File: src/rtl/ecc_scrubber.sv
// ecc_scrubber: background scrubber for a SECDED-protected SRAM bank.
// Each trigger scrubs one address: read the codeword, decode it, and on a
// single-bit error write back the corrected word re-encoded. Double errors
// are counted and left in place. The address advances and wraps per step.
//
// Codeword layout (CwWidth = Hamming width + 1):
//   bit 0              overall parity over the whole word (even)
//   bits 1..CwWidth-1  Hamming positions; parity at powers of two,
//                      data bits fill the remaining positions LSB first.
//
// Ports (top):
//   clk_i, rst_ni                  clock, async active-low reset
//   scrub_trigger_i                start one step (sampled in IDLE only)
//   scrub_req_o/scrub_gnt_i        memory request/grant handshake
//   scrub_we_o                     1 = write-back, 0 = read
//   scrub_addr_o                   word address
//   scrub_wdata_o                  re-encoded corrected codeword
//   scrub_rdata_i                  read codeword, valid the cycle after read gnt
//   busy_o                         FSM not in IDLE
//   nb_corrected_o/nb_uncorrect_o  saturating single/double error counters
// Optional build macro ECC_SCRUB_LOG_EN adds err_addr_o / err_valid_o,
// recording the address of the most recent double error.

package ecc_pkg;
  function automatic int unsigned get_par_bits(input int unsigned dw);
    int unsigned p;
    p = 0;
    for (int unsigned k = 0; k < 32; k++)
      if ((32'd1 << p) < dw + p + 1) p = p + 1;
    return p;
  endfunction

  function automatic int unsigned get_cw_width(input int unsigned dw);
    return dw + get_par_bits(dw);
  endfunction

  // Hamming positions covered by parity bit k (positions with bit k set).
  function automatic logic [63:0] pos_mask(input int unsigned k, input int unsigned cw_width);
    logic [63:0] m;
    m = '0;
    for (int unsigned i = 1; i < cw_width; i++)
      if (((i >> k) & 32'd1) != 0) m = m | (64'd1 << i);
    return m;
  endfunction
endpackage

module ecc_encode #(
  parameter  int unsigned DataWidth = 32,
  localparam int unsigned CwWidth   = ecc_pkg::get_cw_width(DataWidth) + 1
) (
  input  logic [DataWidth-1:0] data,
  output logic [CwWidth-1:0]   cw
);
  localparam int unsigned ParBits = ecc_pkg::get_par_bits(DataWidth);
  localparam logic [CwWidth-1:0] One = CwWidth'(1);

  always_comb begin
    logic [DataWidth-1:0] rest;
    cw   = '0;
    rest = data;
    for (int unsigned i = 1; i < CwWidth; i++) begin
      if ((i & (i - 1)) != 0) begin
        if (rest[0]) cw = cw | (One << i);
        rest = rest >> 1;
      end
    end
    // Parity slots are still zero here, so the masked XOR is the parity value.
    for (int unsigned k = 0; k < ParBits; k++)
      if (^(cw & CwWidth'(ecc_pkg::pos_mask(k, CwWidth)))) cw = cw | (One << (32'd1 << k));
    if (^cw) cw = cw | One;
  end
endmodule

module ecc_decode #(
  parameter  int unsigned DataWidth = 32,
  localparam int unsigned CwWidth   = ecc_pkg::get_cw_width(DataWidth) + 1
) (
  input  logic [CwWidth-1:0]   cw,
  output logic [DataWidth-1:0] data,
  output logic                 single_err,
  output logic                 double_err
);
  localparam int unsigned ParBits = ecc_pkg::get_par_bits(DataWidth);
  localparam logic [CwWidth-1:0]   One  = CwWidth'(1);
  localparam logic [DataWidth-1:0] DOne = DataWidth'(1);

  logic [ParBits-1:0] syn;
  logic               overall;
  logic [CwWidth-1:0] fixed;

  always_comb begin
    logic [CwWidth-1:0] sh;
    int unsigned        j;
    syn = '0;
    for (int unsigned k = 0; k < ParBits; k++)
      if (^(cw & CwWidth'(ecc_pkg::pos_mask(k, CwWidth)))) syn = syn | (ParBits'(1) << k);
    overall = ^cw;
    // Odd overall parity with a syndrome inside the word is one flipped bit
    // (syndrome 0 means the overall parity bit itself).
    single_err = overall && (32'(syn) < CwWidth);
    double_err = (overall && !(32'(syn) < CwWidth)) || (!overall && (syn != '0));
    fixed = single_err ? (cw ^ (One << syn)) : cw;
    data = '0;
    sh   = '0;
    j    = 0;
    for (int unsigned i = 1; i < CwWidth; i++) begin
      if ((i & (i - 1)) != 0) begin
        sh = fixed >> i;
        if (sh[0]) data = data | (DOne << j);
        j = j + 1;
      end
    end
  end
endmodule

module ecc_scrubber #(
  parameter  int unsigned BankSize  = 256,
  parameter  int unsigned DataWidth = 32,
  parameter  int unsigned CntWidth  = 16,
  localparam int unsigned AddrWidth = $clog2(BankSize),
  localparam int unsigned CwWidth   = ecc_pkg::get_cw_width(DataWidth) + 1
) (
  input  logic                 clk_i,
  input  logic                 rst_ni,
  input  logic                 scrub_trigger_i,
  output logic                 scrub_req_o,
  input  logic                 scrub_gnt_i,
  output logic                 scrub_we_o,
  output logic [AddrWidth-1:0] scrub_addr_o,
  output logic [CwWidth-1:0]   scrub_wdata_o,
  input  logic [CwWidth-1:0]   scrub_rdata_i,
  output logic                 busy_o,
  output logic [CntWidth-1:0]  nb_corrected_o,
  output logic [CntWidth-1:0]  nb_uncorrect_o
`ifdef ECC_SCRUB_LOG_EN
  ,
  output logic [AddrWidth-1:0] err_addr_o,
  output logic                 err_valid_o
`endif
);
  localparam logic [AddrWidth-1:0] LastAddr = AddrWidth'(BankSize - 1);

  typedef enum logic [2:0] {IDLE, READ, WAIT, WRITE, NEXT} state_t;

  state_t                 state, state_nxt;
  logic [AddrWidth-1:0]   addr;
  logic [CwWidth-1:0]     wdata;
  logic [CwWidth-1:0]     enc_cw;
  logic [DataWidth-1:0]   dec_data;
  logic                   single_err, double_err;

  ecc_decode #(.DataWidth(DataWidth)) u_dec (
    .cw         (scrub_rdata_i),
    .data       (dec_data),
    .single_err (single_err),
    .double_err (double_err)
  );

  ecc_encode #(.DataWidth(DataWidth)) u_enc (
    .data (dec_data),
    .cw   (enc_cw)
  );

  always_ff @(posedge clk_i or negedge rst_ni) begin
    if (!rst_ni) state <= IDLE;
    else         state <= state_nxt;
  end

  always_comb begin
    state_nxt   = state;
    scrub_req_o = 1'b0;
    scrub_we_o  = 1'b0;
    case (state)
      IDLE:  if (scrub_trigger_i) state_nxt = READ;
      READ: begin
        scrub_req_o = 1'b1;
        if (scrub_gnt_i) state_nxt = WAIT;
      end
      WAIT:  state_nxt = single_err ? WRITE : NEXT;
      WRITE: begin
        scrub_req_o = 1'b1;
        scrub_we_o  = 1'b1;
        if (scrub_gnt_i) state_nxt = NEXT;
      end
      NEXT:    state_nxt = IDLE;
      default: state_nxt = IDLE;
    endcase
  end

  always_ff @(posedge clk_i or negedge rst_ni) begin
    if (!rst_ni) begin
      addr           <= '0;
      wdata          <= '0;
      nb_corrected_o <= '0;
      nb_uncorrect_o <= '0;
`ifdef ECC_SCRUB_LOG_EN
      err_addr_o     <= '0;
      err_valid_o    <= 1'b0;
`endif
    end else begin
      if (state == WAIT && single_err) wdata <= enc_cw;
      if (state == WAIT && double_err) begin
        if (nb_uncorrect_o != '1) nb_uncorrect_o <= nb_uncorrect_o + 1'b1;
`ifdef ECC_SCRUB_LOG_EN
        err_addr_o  <= addr;
        err_valid_o <= 1'b1;
`endif
      end
      if (state == WRITE && scrub_gnt_i && nb_corrected_o != '1)
        nb_corrected_o <= nb_corrected_o + 1'b1;
      if (state == NEXT) addr <= (addr == LastAddr) ? '0 : addr + 1'b1;
    end
  end

  assign busy_o        = (state != IDLE);
  assign scrub_addr_o  = addr;
  assign scrub_wdata_o = wdata;
endmodule

File: config.mk
export PLATFORM = sky130hd
export DESIGN_NAME = ecc_scrubber
export DESIGN_NICKNAME = d
export VERILOG_FILES = /design/src/rtl/ecc_scrubber.sv
export SDC_FILE = /design/constraint.sdc
export NUM_CORES = 1
export LEC_CHECK = 0
export ABC_AREA = 1
export CAP_MARGIN = 5
export CORE_UTILIZATION = 37
export CTS_CLUSTER_DIAMETER = 40
export DETAILED_ROUTE_END_ITERATION = 6
export GPL_TIMING_DRIVEN = 0
export PLACE_DENSITY_LB_ADDON = 0.1
export SYNTH_ARGS = -nofsm -noshare
export SYNTH_HDL_FRONTEND = slang
export SYNTH_SLANG_ARGS = --single-unit
export TNS_END_PERCENT = 30
File: constraint.sdc
create_clock -name clk_i -period 2.8 [get_ports clk_i]
set_clock_uncertainty 0.15 [all_clocks]
set_input_delay 0.56 -clock clk_i [delete_from_list [all_inputs] [get_ports clk_i]]
set_output_delay 0.56 -clock clk_i [all_outputs]
set_load 0.01 [all_outputs]
* After elaboration in Yosys (flattened, before gate mapping)
Cells that the tools add are included.
** Word-level totals
- Register bits :: 82
- Bits in latches :: 0
- Bits in writable memories :: 0
- ROM bits :: 0
- Input port bits :: 43
- Output and inout bits :: 82
- Word-level logic and storage cells :: 143
- Memories :: 0
** Cells by class
- $add $sub $neg :: 3
- $mul :: 0
- Divide/modulo/power cells :: 0
- Order comparisons :: 1
- Equal/unequal tests :: 11
- Shift-type cells :: 1
- Multiplexer cells :: 91
- Bitwise gates (word level) :: 1
- Reduce and logical (&&, ||, !) cells :: 30
** Operators by type and width (count)
- 39-bit parity :: 14
- 39-bit two-way mux :: 2
- 16-bit two-way mux :: 4
- 32-bit two-way mux :: 2
- 31-bit two-way mux :: 2
- 30-bit two-way mux :: 2
- 29-bit two-way mux :: 2
- 28-bit two-way mux :: 2
- 27-bit two-way mux :: 2
- 26-bit two-way mux :: 2
- 25-bit two-way mux :: 2
- 24-bit two-way mux :: 2
- 23-bit two-way mux :: 2
- 22-bit two-way mux :: 2
- 21-bit two-way mux :: 2
- 20-bit two-way mux :: 2
- 1-bit by 6-bit left shift with 39-bit output, first input constant :: 1
- 39-bit XOR :: 1
- 19-bit two-way mux :: 2
- 38-bit two-way mux :: 1
- 37-bit two-way mux :: 1
- 18-bit two-way mux :: 2
- 36-bit two-way mux :: 1
- 35-bit two-way mux :: 1
- other kinds (38) :: 82

* Logic depth before layout (Yosys ltp)
Gate-level depths: netlist of run 1.
- Word-level depth :: 83
- Depth in mapped cells :: 37
- Gate-level depth less buffers :: 37

* Cells and area by module
From an unflattened synthesis of run 1, not the netlist that was laid out.
** Unflattened totals
- Cell total of the unflattened synthesis :: 1323
- Area, all modules :: 7890.1 um^2
** By module, submodules not included
- ecc_scrubber :: times used 1, cells each 462, area an instance 4091.4 um^2, seq. area each 2052.0 um^2
- ecc_decode :: times used 1, cells each 561, area an instance 2393.5 um^2, seq. area each 0.0 um^2
- ecc_encode :: times used 1, cells each 300, area an instance 1405.1 um^2, seq. area each 0.0 um^2

* Worst setup path after synthesis of run 1
No wires, ideal clock.
- Path kind :: input -> register
- From :: input scrub_rdata_i[33]
- To :: register wdata[0] (netlist: scrub_wdata_o[0])
- Setup time :: 0.117 ns
- Arrival time :: 3.185 ns
- Data required time :: 2.533 ns
- Path slack :: -0.652 ns
- Cell stages on the path :: 27
- Buffers on the path :: 2
- Cell sequence :: buf_2 -> xor2_1 -> nand2_1 -> nand2_2 -> xor2_4 -> nand3_4 -> nand2_1 -> nand2_2 -> nand2_4 -> nand2_4 -> nor2_8 -> buf_4 -> nand3_1 -> xor2_1 -> inv_1 -> nand2_1 -> nand2_1 -> inv_2 -> nand3_1 -> nand2_1 -> nand2_2 -> nand3_1 -> nand3_1 -> nand2_1 -> nand2_1 -> nand3_1 -> nand2_1
** On the way
- Longest elaborated chain between the ends :: 83
- Elaborated cells between the ends (all ways) :: 93
- Those cells by class :: order compare (1); shift (1); mux (78); bitwise (1); reduce/logical (12)
** RTL lines
- from (decl) :: line 131 : input logic [CwWidth-1:0] scrub_rdata_i,
- 39-bit parity :: line 96 : if (^(cw & CwWidth'(ecc_pkg::pos_mask(k, CwWidth)))) syn = syn | (ParBits'(1) << k);
- 1-bit two-way mux :: line 96
- 2-bit two-way mux :: line 96
- 3-bit two-way mux :: line 96
- 4-bit two-way mux :: line 96
- 5-bit two-way mux :: line 96
- 6-bit two-way mux :: line 96
- 6-bit less-than comparator / 1-bit by 6-bit left shift with 39-bit output (equally long branches) :: line 100, 102
- (+67 left out)
- 2-bit two-way mux :: line 69 : if (^(cw & CwWidth'(ecc_pkg::pos_mask(k, CwWidth)))) cw = cw | (One << (32'd1 << k));
- 3-bit two-way mux :: line 69
- 5-bit two-way mux :: line 69
- 9-bit two-way mux :: line 69
- 17-bit two-way mux :: line 69
- 33-bit two-way mux :: line 69
- 39-bit parity :: line 70 : if (^cw) cw = cw | One;
- 1-bit two-way mux :: line 70
- to (signal assigned) :: line 201 : if (state == WAIT && single_err) wdata <= enc_cw;
- to (decl) :: line 147 : logic [CwWidth-1:0] wdata;
Several ways; a longest one is shown, not always the timed one.
A chain may end at the register's enable or synchronous reset.

* Final worst setup path of run 1
- From :: input scrub_rdata_i[22]
- To :: register wdata[0] (netlist: scrub_wdata_o[0])
** On the way
- Longest elaborated chain between the ends :: 82
- Elaborated cells between the ends (all ways) :: 93
- Those cells by class :: order compare (1); shift (1); mux (77); bitwise (1); reduce/logical (13)
** RTL lines (line)
- 39-bit parity :: 96
- 2-bit two-way mux :: 96
- 3-bit two-way mux :: 96
- 4-bit two-way mux :: 96
- 5-bit two-way mux :: 96
- 6-bit two-way mux :: 96
- 6-bit less-than comparator / 1-bit by 6-bit left shift with 39-bit output (equally long branches) :: 100, 102
- 1-bit logical AND / 39-bit XOR (equally long branches) :: 100, 102
- (+66 left out)
- 2-bit two-way mux :: 69
- 3-bit two-way mux :: 69
- 5-bit two-way mux :: 69
- 9-bit two-way mux :: 69
- 17-bit two-way mux :: 69
- 33-bit two-way mux :: 69
- 39-bit parity :: 70
- 1-bit two-way mux :: 70
Several ways; a longest one is shown, not always the timed one.

==> results of run 1 <==
[through the flow]
stage,area (um^2),std cells
finish,11820,1744
global route,11820,1744
CTS,10820,1714
detailed placement,8859,1595
global placement,8833,1594
floorplan,7277,1211
[per-layer routing]
| metal | vias up | track usage [%] |
|---|---|---|
| li1 | 4333 | - |
| met1 | 3942 | 30.02 |
| met2 | 329 | 41.50 |
| met3 | 115 | 2.174 |
| met4 | 0 | 14.07 |
| met5 | - | 0 |
[cell usage in the layout (no fill, tap or decap), types with 11 or more instances in the layout]
| cell type | netlist | layout |
|---|---|---|
| sky130_fd_sc_hd__nor2_4 | 1 | 19 |
| sky130_fd_sc_hd__nand3_2 | 2 | 33 |
| sky130_fd_sc_hd__dfrtp_1 | 82 | 82 |
| sky130_fd_sc_hd__xor2_1 | 37 | 29 |
| sky130_fd_sc_hd__nor2_1 | 67 | 32 |
| sky130_fd_sc_hd__nand3_1 | 121 | 84 |
| sky130_fd_sc_hd__nand2_2 | 12 | 204 |
| sky130_fd_sc_hd__buf_4 | 2 | 124 |
| sky130_fd_sc_hd__inv_2 | 26 | 39 |
| sky130_fd_sc_hd__nand2_1 | 621 | 384 |
| sky130_fd_sc_hd__nand4_1 | 20 | 20 |
| sky130_fd_sc_hd__inv_4 | 0 | 22 |
| sky130_fd_sc_hd__nand2_4 | 3 | 46 |
| sky130_fd_sc_hd__o21ai_0 | 35 | 21 |
| sky130_fd_sc_hd__o21ai_1 | 0 | 11 |
| sky130_fd_sc_hd__inv_1 | 96 | 58 |
| sky130_fd_sc_hd__clkdlybuf4s50_1 | 0 | 84 |
| sky130_fd_sc_hd__nor2_2 | 2 | 19 |
| sky130_fd_sc_hd__buf_6 | 3 | 30 |
| sky130_fd_sc_hd__xnor2_1 | 19 | 15 |
[sequential cells by signal, summed over array words and instances (netlist names)]
signal,cells
nb_corrected_o,16
nb_uncorrect_o,16
scrub_addr_o,8
scrub_wdata_o,39
state,3
[worst paths after layout]
check / from / to / slack [ns] / cells past startpoint
max in group asynchronous: rst_ni / scrub_wdata_o[1] / 1.40 / 3
worst max-delay path: scrub_rdata_i[22] / scrub_wdata_o[0] / -0.80 / 36
min in group asynchronous: rst_ni / nb_uncorrect_o[5] / 0.50 / 2
worst min register to register: scrub_wdata_o[26] / scrub_wdata_o[26] / 0.33 / 2
worst max register to register: nb_uncorrect_o[0] / nb_uncorrect_o[1] / 0.06 / 13
worst min-delay path: scrub_wdata_o[26] / scrub_wdata_o[26] / 0.33 / 2
[layout make-up]
cell class	instances	area, um^2	area share, %
multi-input cells	986	5978	50.58
repair buffers	258	2415	20.43
flip-flops and latches	82	2052	17.36
inverters	124	536.8	4.542
well taps	260	325.3	2.752
plain buffers	18	240.2	2.033
clock buffers	10	229.0	1.937
clock inverters	6	42.54	0.3599
[power by group]
part / total (mW) / switching (mW) / internal [mW]
registers: 1.84 / 0.286 / 1.55
logic: 4.43 / 2.34 / 2.08
clock network: 1.09 / 0.486 / 0.602
total: 7.35 / 3.12 / 4.24
[worst register-to-register path: stages (launching register included)]
cell	delay, ns
sky130_fd_sc_hd__dfrtp_1	0.41
sky130_fd_sc_hd__ha_1	0.20
sky130_fd_sc_hd__nand3_1	0.13
sky130_fd_sc_hd__nor2_1	0.11
sky130_fd_sc_hd__nand2_1	0.10
sky130_fd_sc_hd__nor2_1	0.17
sky130_fd_sc_hd__nand3_1	0.13
sky130_fd_sc_hd__nor2_1	0.28
sky130_fd_sc_hd__a41oi_2	0.14
sky130_fd_sc_hd__nand2_4	0.16
sky130_fd_sc_hd__buf_4	0.12
sky130_fd_sc_hd__buf_6	0.10
sky130_fd_sc_hd__buf_4	0.11
sky130_fd_sc_hd__mux2_2	0.32
[repair_timing]
item                       CTS  global route
resized for setup          450           272
setup endpoints to repair   58            58
hold endpoints to repair    19             0
pin swaps                   92           139
gates cloned                 7             0
hold buffers                 1             0
setup buffers               95            32
[cells by family after synthesis]
kind of cell    share of synthesized area (%)
mux                                    0.3150
compound gates                          3.606
simple gates                            51.18
fa+ha+maj                              0.5252
xor+xnor                                7.474
buf+inv                                 8.192
flops                                   28.71
==> implementation parameters, run 1 <==
Parameter                              Value

Yosys
  Total standard cell area after synthesis    0.007148 mm^2
  Primary FF master, synth    sky130_fd_sc_hd__dfrtp_1
  Avg Inst Size Synth    5.903 um^2
  Sequential fraction of the synthesis area    ~29%
  Number of enable flip-flop cells after synthesis    0
  Async S/R FF share, synth    100.0%
  Leading cell type by number of instances after synthesis    sky130_fd_sc_hd__nand2_1
  Synthesis warning total    0
  Leading cell types by count after synthesis    621 x sky130_fd_sc_hd__nand2_1, 121 x sky130_fd_sc_hd__nand3_1, 96 x sky130_fd_sc_hd__inv_1, 82 x sky130_fd_sc_hd__dfrtp_1, 67 x sky130_fd_sc_hd__nor2_1
  Instance count of the mapped netlist    1211
  Synth top area share    32.61%
  Number of flip-flops and latches in the synthesized netlist    82
  Synth unique cells    40
  Synthesized net count    around 1300
  Cell types with the largest area share after synthesis    sky130_fd_sc_hd__nand2_1 33%, sky130_fd_sc_hd__dfrtp_1 29%, sky130_fd_sc_hd__nand3_1 8.5%, sky130_fd_sc_hd__inv_1 5.0%, sky130_fd_sc_hd__xor2_1 4.5%
  Cell type with the largest total area after synthesis    sky130_fd_sc_hd__nand2_1

Floorplanning
  Row cnt    50
  Y dimension of the die    141.0 um
  Placeable Area    0.01883 mm^2
  Die outline width    141.0 um
  Starting density of the core    37.96%
  Number of placed I/O pins    125
  Overall die area    0.01988 mm^2

Route
  Via/cell ratio    roughly 5.0
  Vias post-DR    around 8700
  Top routing layer in use    met4
  Number of routed nets with antenna violations    0
  Final routed wirelength across all metal layers    25.38 mm
  Number of remaining DRC errors    0
  Detail Route met2 WL    11.97 mm
  Wire length on met3    1.157 mm
  Violation count after the first detailed-route iteration    577
  Post-detailed-route wirelength per cell    14.55 um
  DR pass1 iterations    5
  Routed metal-1 wirelength    ~11 mm

Placement
  Detail Placement HPWL    17.26 mm
  GPL Wtd Cong    slightly above 0.9
  Post-Place Worst Slack    -1.863 ns
  Number of buffers inserted by port buffering    123

Worst setup path
  Number of buffer and inverter stages on the critical path    6
  Largest fanout on the critical path    6
  Crit start category    input port
  Cell occurring most often along the worst timing path    sky130_fd_sc_hd__nand2_2
  Kind of cell with the highest combined delay on the critical path    simple AND/OR/NAND/NOR gates
  Kind of capture point of the worst setup path    flop
  Critical path's largest stage delay    ~0.17 ns
  WP data required    about 2.9 ns
  Cell with the largest stage delay on the worst path    sky130_fd_sc_hd__nand2_2
  Critical path type    input port to flop
  Worst EP arrival    3.68 ns

GRT
  Antenna violations before repair    0
  Largest net degree at the start of global routing    64
  Global-route wire length before repair    38.26 mm
  Vias in the first global route    7879
  Aggregate global-route resource usage    24.29%
  Global-route congestion overflow total    0

CTS
  TritonCTS clock tree    built
  Clock sinks    a little over 80
  TritonCTS buffer count    9
  Clock-pin transition on the worst setup and hold timing paths    0.06 ns
  CTS H-tree lvls    3
  Clock insertion delay at the later pin of the skew report    roughly 0.33 ns
  Clock root buffer    sky130_fd_sc_hd__clkbuf_16
  Maximum count of clock buffers along a single path    2

Final layout
  Layout cell share with drive strength beyond 1    42.45%
  Ant. Diodes    0
  Core utilization of the finished layout    62.76%
  Synthesis-to-layout area growth    65.34%
  FILL cells    1657
  Number of nets at the end of the flow    1525

Timing
  Final setup violation count    34
  Share of the clock period used by the worst path after layout    128.4%
  Final count of hold timing violations    0
  Worst slew margin    59.85%
  Minimum hold slack    0.3299 ns
  Unrepaired setup endpoints after global routing    true
  Count of final max-slew check failures    0
  Slew at the pin with the worst max-slew slack    0.5967 ns
  Setup TNS    -9.406 ns
  Highest achievable clock rate    278.1 MHz
  Tmin final    3.596 ns
  Final worst slack    -0.7959 ns

Run status
  Result of the run    complete, but fails checks
  Violations in the final reports    negative setup slack

Flow run
  Maximum capacitance violations    0

Power
  Final total power    ~7.4 mW
  Leakage power total    roughly 5.9 nW
  Worst vdd rail ir drop    0.0003732 V
  Pwr/cell area    622.3 mW/mm^2

Min path
  Class of the worst hold path    flop to flop
(Power assumes the default switching activity.)
==> run 2, diff against run 1 <==
--- a/config.mk
+++ b/config.mk
@@ -6,7 +6,7 @@
 export NUM_CORES = 1
 export LEC_CHECK = 0
 export ABC_AREA = 1
-export CAP_MARGIN = 5
+export CAP_MARGIN = 20
 export CORE_UTILIZATION = 37
 export CTS_CLUSTER_DIAMETER = 40
 export DETAILED_ROUTE_END_ITERATION = 6
==> results of run 2 <==
Final layout, timing and power as in run 1 (identical DEF).
==> run 3, diff against run 2 <==
--- a/config.mk
+++ b/config.mk
@@ -8,6 +8,7 @@
 export ABC_AREA = 1
 export CAP_MARGIN = 20
 export CORE_UTILIZATION = 37
+export CTS_BUF_LIST = sky130_fd_sc_hd__clkbuf_4
 export CTS_CLUSTER_DIAMETER = 40
 export DETAILED_ROUTE_END_ITERATION = 6
 export GPL_TIMING_DRIVEN = 0
==> run 3 against run 2 <==
The flow still finishes with violations (negative setup slack). Die area stayed put. Combinational power decreased by 7.2%. Critical endpoint unchanged. Non-clock buffer count shrank 1.
==> implementation parameters, run 3 (same netlist as run 1, synthesis figures left out) <==
Parameter                              Value

Run status
  Result of the run    complete, but fails checks
  Violations in the final reports    negative setup slack

CTS
  Clock sinks    82
  CTS H-tree lvls    3
  Clock-pin transition on the worst setup and hold timing paths    0.13 ns
  Clock root buffer    sky130_fd_sc_hd__clkbuf_4
  Maximum count of clock buffers along a single path    2
  TritonCTS clock tree    built
  TritonCTS buffer count    9
  Clock insertion delay at the later pin of the skew report    0.43 ns

Final layout
  FILL cells    1724
  Top library cells by usage in the layout, fill and taps aside    419 x sky130_fd_sc_hd__nand2_1, 181 x sky130_fd_sc_hd__nand2_2, 130 x sky130_fd_sc_hd__buf_4
  Total area of multi-input combinational cells    0.005758 mm^2
  Number of nets at the end of the flow    1524
  Synthesis-to-layout area growth    58.15%
  Layout cell share with drive strength beyond 1    39.18%
  Number of flip-flops under the largest register name    39
  Most common cell after layout, fill and taps aside    sky130_fd_sc_hd__nand2_1
  Sequential Area    0.002052 mm^2
  Core utilization of the finished layout    60.03%

Worst setup path
  Largest fanout on the critical path    6
  Cell with the largest stage delay on the worst path    sky130_fd_sc_hd__xor2_4
  Worst EP arrival    3.73 ns
  Kind of capture point of the worst setup path    flop
  WP data required    3.03 ns
  Critical path's largest stage delay    approximately 0.23 ns
  Cell occurring most often along the worst timing path    sky130_fd_sc_hd__nand2_1
  Crit start category    input port
  Critical path type    input port to flop

Timing
  Count of final max-slew check failures    0
  Share of the clock period used by the worst path after layout    124.8%
  Final count of hold timing violations    0
  Final setup violation count    43
  Slew at the pin with the worst max-slew slack    about 0.63 ns
  Highest achievable clock rate    286.1 MHz
  Worst slew margin    57.86%
  Final worst slack    -0.6952 ns
  Tmin final    3.495 ns
  Unrepaired setup endpoints after global routing    true

Route
  Violation count after the first detailed-route iteration    roughly 550
  Final routed wirelength across all metal layers    24.47 mm
  Via/cell ratio    between 4 and 5
  DR pass1 iterations    5
  Number of routed nets with antenna violations    0
  Vias post-DR    8598
  Number of remaining DRC errors    0
  Post-detailed-route wirelength per cell    14.03 um

GRT
  Vias in the first global route    7703
  Global-route wire length before repair    between 30 and 40 mm
  Aggregate global-route resource usage    23.22%
  Global-route congestion overflow total    0
  Antenna violations before repair    1
  Largest net degree at the start of global routing    64

Power
  Pwr/cell area    579.8 mW/mm^2
  Leakage power total    ~5.7 nW
  Worst vdd rail ir drop    0.0002092 V
  Final total power    roughly 6.6 mW

Placement
  Number of buffers inserted by port buffering    123
  GPL Wtd Cong    0.9329
  Detail Placement HPWL    about 17 mm

Floorplanning
  Number of placed I/O pins    125
  Overall die area    0.01988 mm^2
  Y dimension of the die    141.0 um
  Die outline width    141.0 um
  Row cnt    50
  Placeable Area    ~0.019 mm^2
  Starting density of the core    about 38%

Min path
  Class of the worst hold path    input port to flop

Flow run
  Maximum capacitance violations    0
[run 3: changes by cell type in the layout (fill, tap and decap cells not counted), sizes merged]
cell	delta
buf	-2
clkbuf	+1
clkinv	+1
diode	+1
inv	-1
[run 3: worst paths after layout]
path / startpoint / end / slack [ns] / depth (start not counted)
setup / recovery: scrub_rdata_i[25] / scrub_wdata_o[0] / -0.70 / 34
hold / removal: scrub_rdata_i[18] / scrub_wdata_o[18] / 0.31 / 3
setup reg to reg: nb_uncorrect_o[0] / nb_uncorrect_o[11] / 0.05 / 14
hold reg to reg: scrub_wdata_o[29] / scrub_wdata_o[29] / 0.34 / 2
max in group asynchronous: rst_ni / scrub_wdata_o[1] / 1.51 / 3
min in group asynchronous: rst_ni / nb_uncorrect_o[5] / 0.38 / 2
[run 3: power by group]
part	leakage, nW	switching (mW)	internal [mW]	total, mW
Clock	0.0628	0.423	0.194	0.617
Sequential	1.04	0.280	1.55	1.83
Combinational	4.63	2.20	1.91	4.11
[run 3: final cells by class]
| class | instances | area share (%) |
|---|---|---|
| Clock inverter | 6 | 0.3763 |
| Sequential cell | 82 | 18.15 |
| Multi-Input combinational cell | 986 | 50.94 |
| Buffer | 19 | 1.848 |
| Clock buffer | 10 | 0.6641 |
| Timing Repair Buffer | 256 | 20.49 |
| Tap cell | 260 | 2.878 |
| Inverter | 124 | 4.638 |
| Antenna cell | 1 | 0.02214 |
[run 3: repair_timing]
action | 4_1_cts | 5_1_grt
setup buffers | 101 | 26
endpoints found under the hold margin | 19 | 0
endpoints found under the setup margin | 58 | 51
gates cloned | 2 | 2
pin swaps | 99 | 107
hold buffers | 1 | 0
resized for setup | 380 | 235
[run 3: routing by layer]
metal	vias up	track usage, %	wire [um]
li1	4319	-	-
met1	3925	29.47	10630
met2	286	39.98	11770
met3	68	1.766	1060
met4	0	11.27	1009
met5	-	0	0
[run 3: worst max-delay path: cells and delay by family]
kind                      cells  cell delay [ns]
and+or+nand+nor              26             2.18
buffers and inverters         7             0.73
xor gates and xnor gates      1             0.23
[run 3: per-stage QoR]
step / hold WS (ns) / area [um^2] / setup WS, ns / setup TNS, ns / cells
floorplan: 0.1144 / 7277 / -0.6155 / -8.617 / 1211
global placement: 0.3173 / 8833 / -2.043 / -235.27 / 1594
detailed placement: 0.3160 / 8859 / -1.863 / -70.99 / 1595
CTS: 0.2950 / 10370 / -0.5257 / -2.749 / 1715
global route: 0.2980 / 11300 / -0.9015 / -13.08 / 1744
finish: 0.3078 / 11300 / -0.6952 / -6.021 / 1744
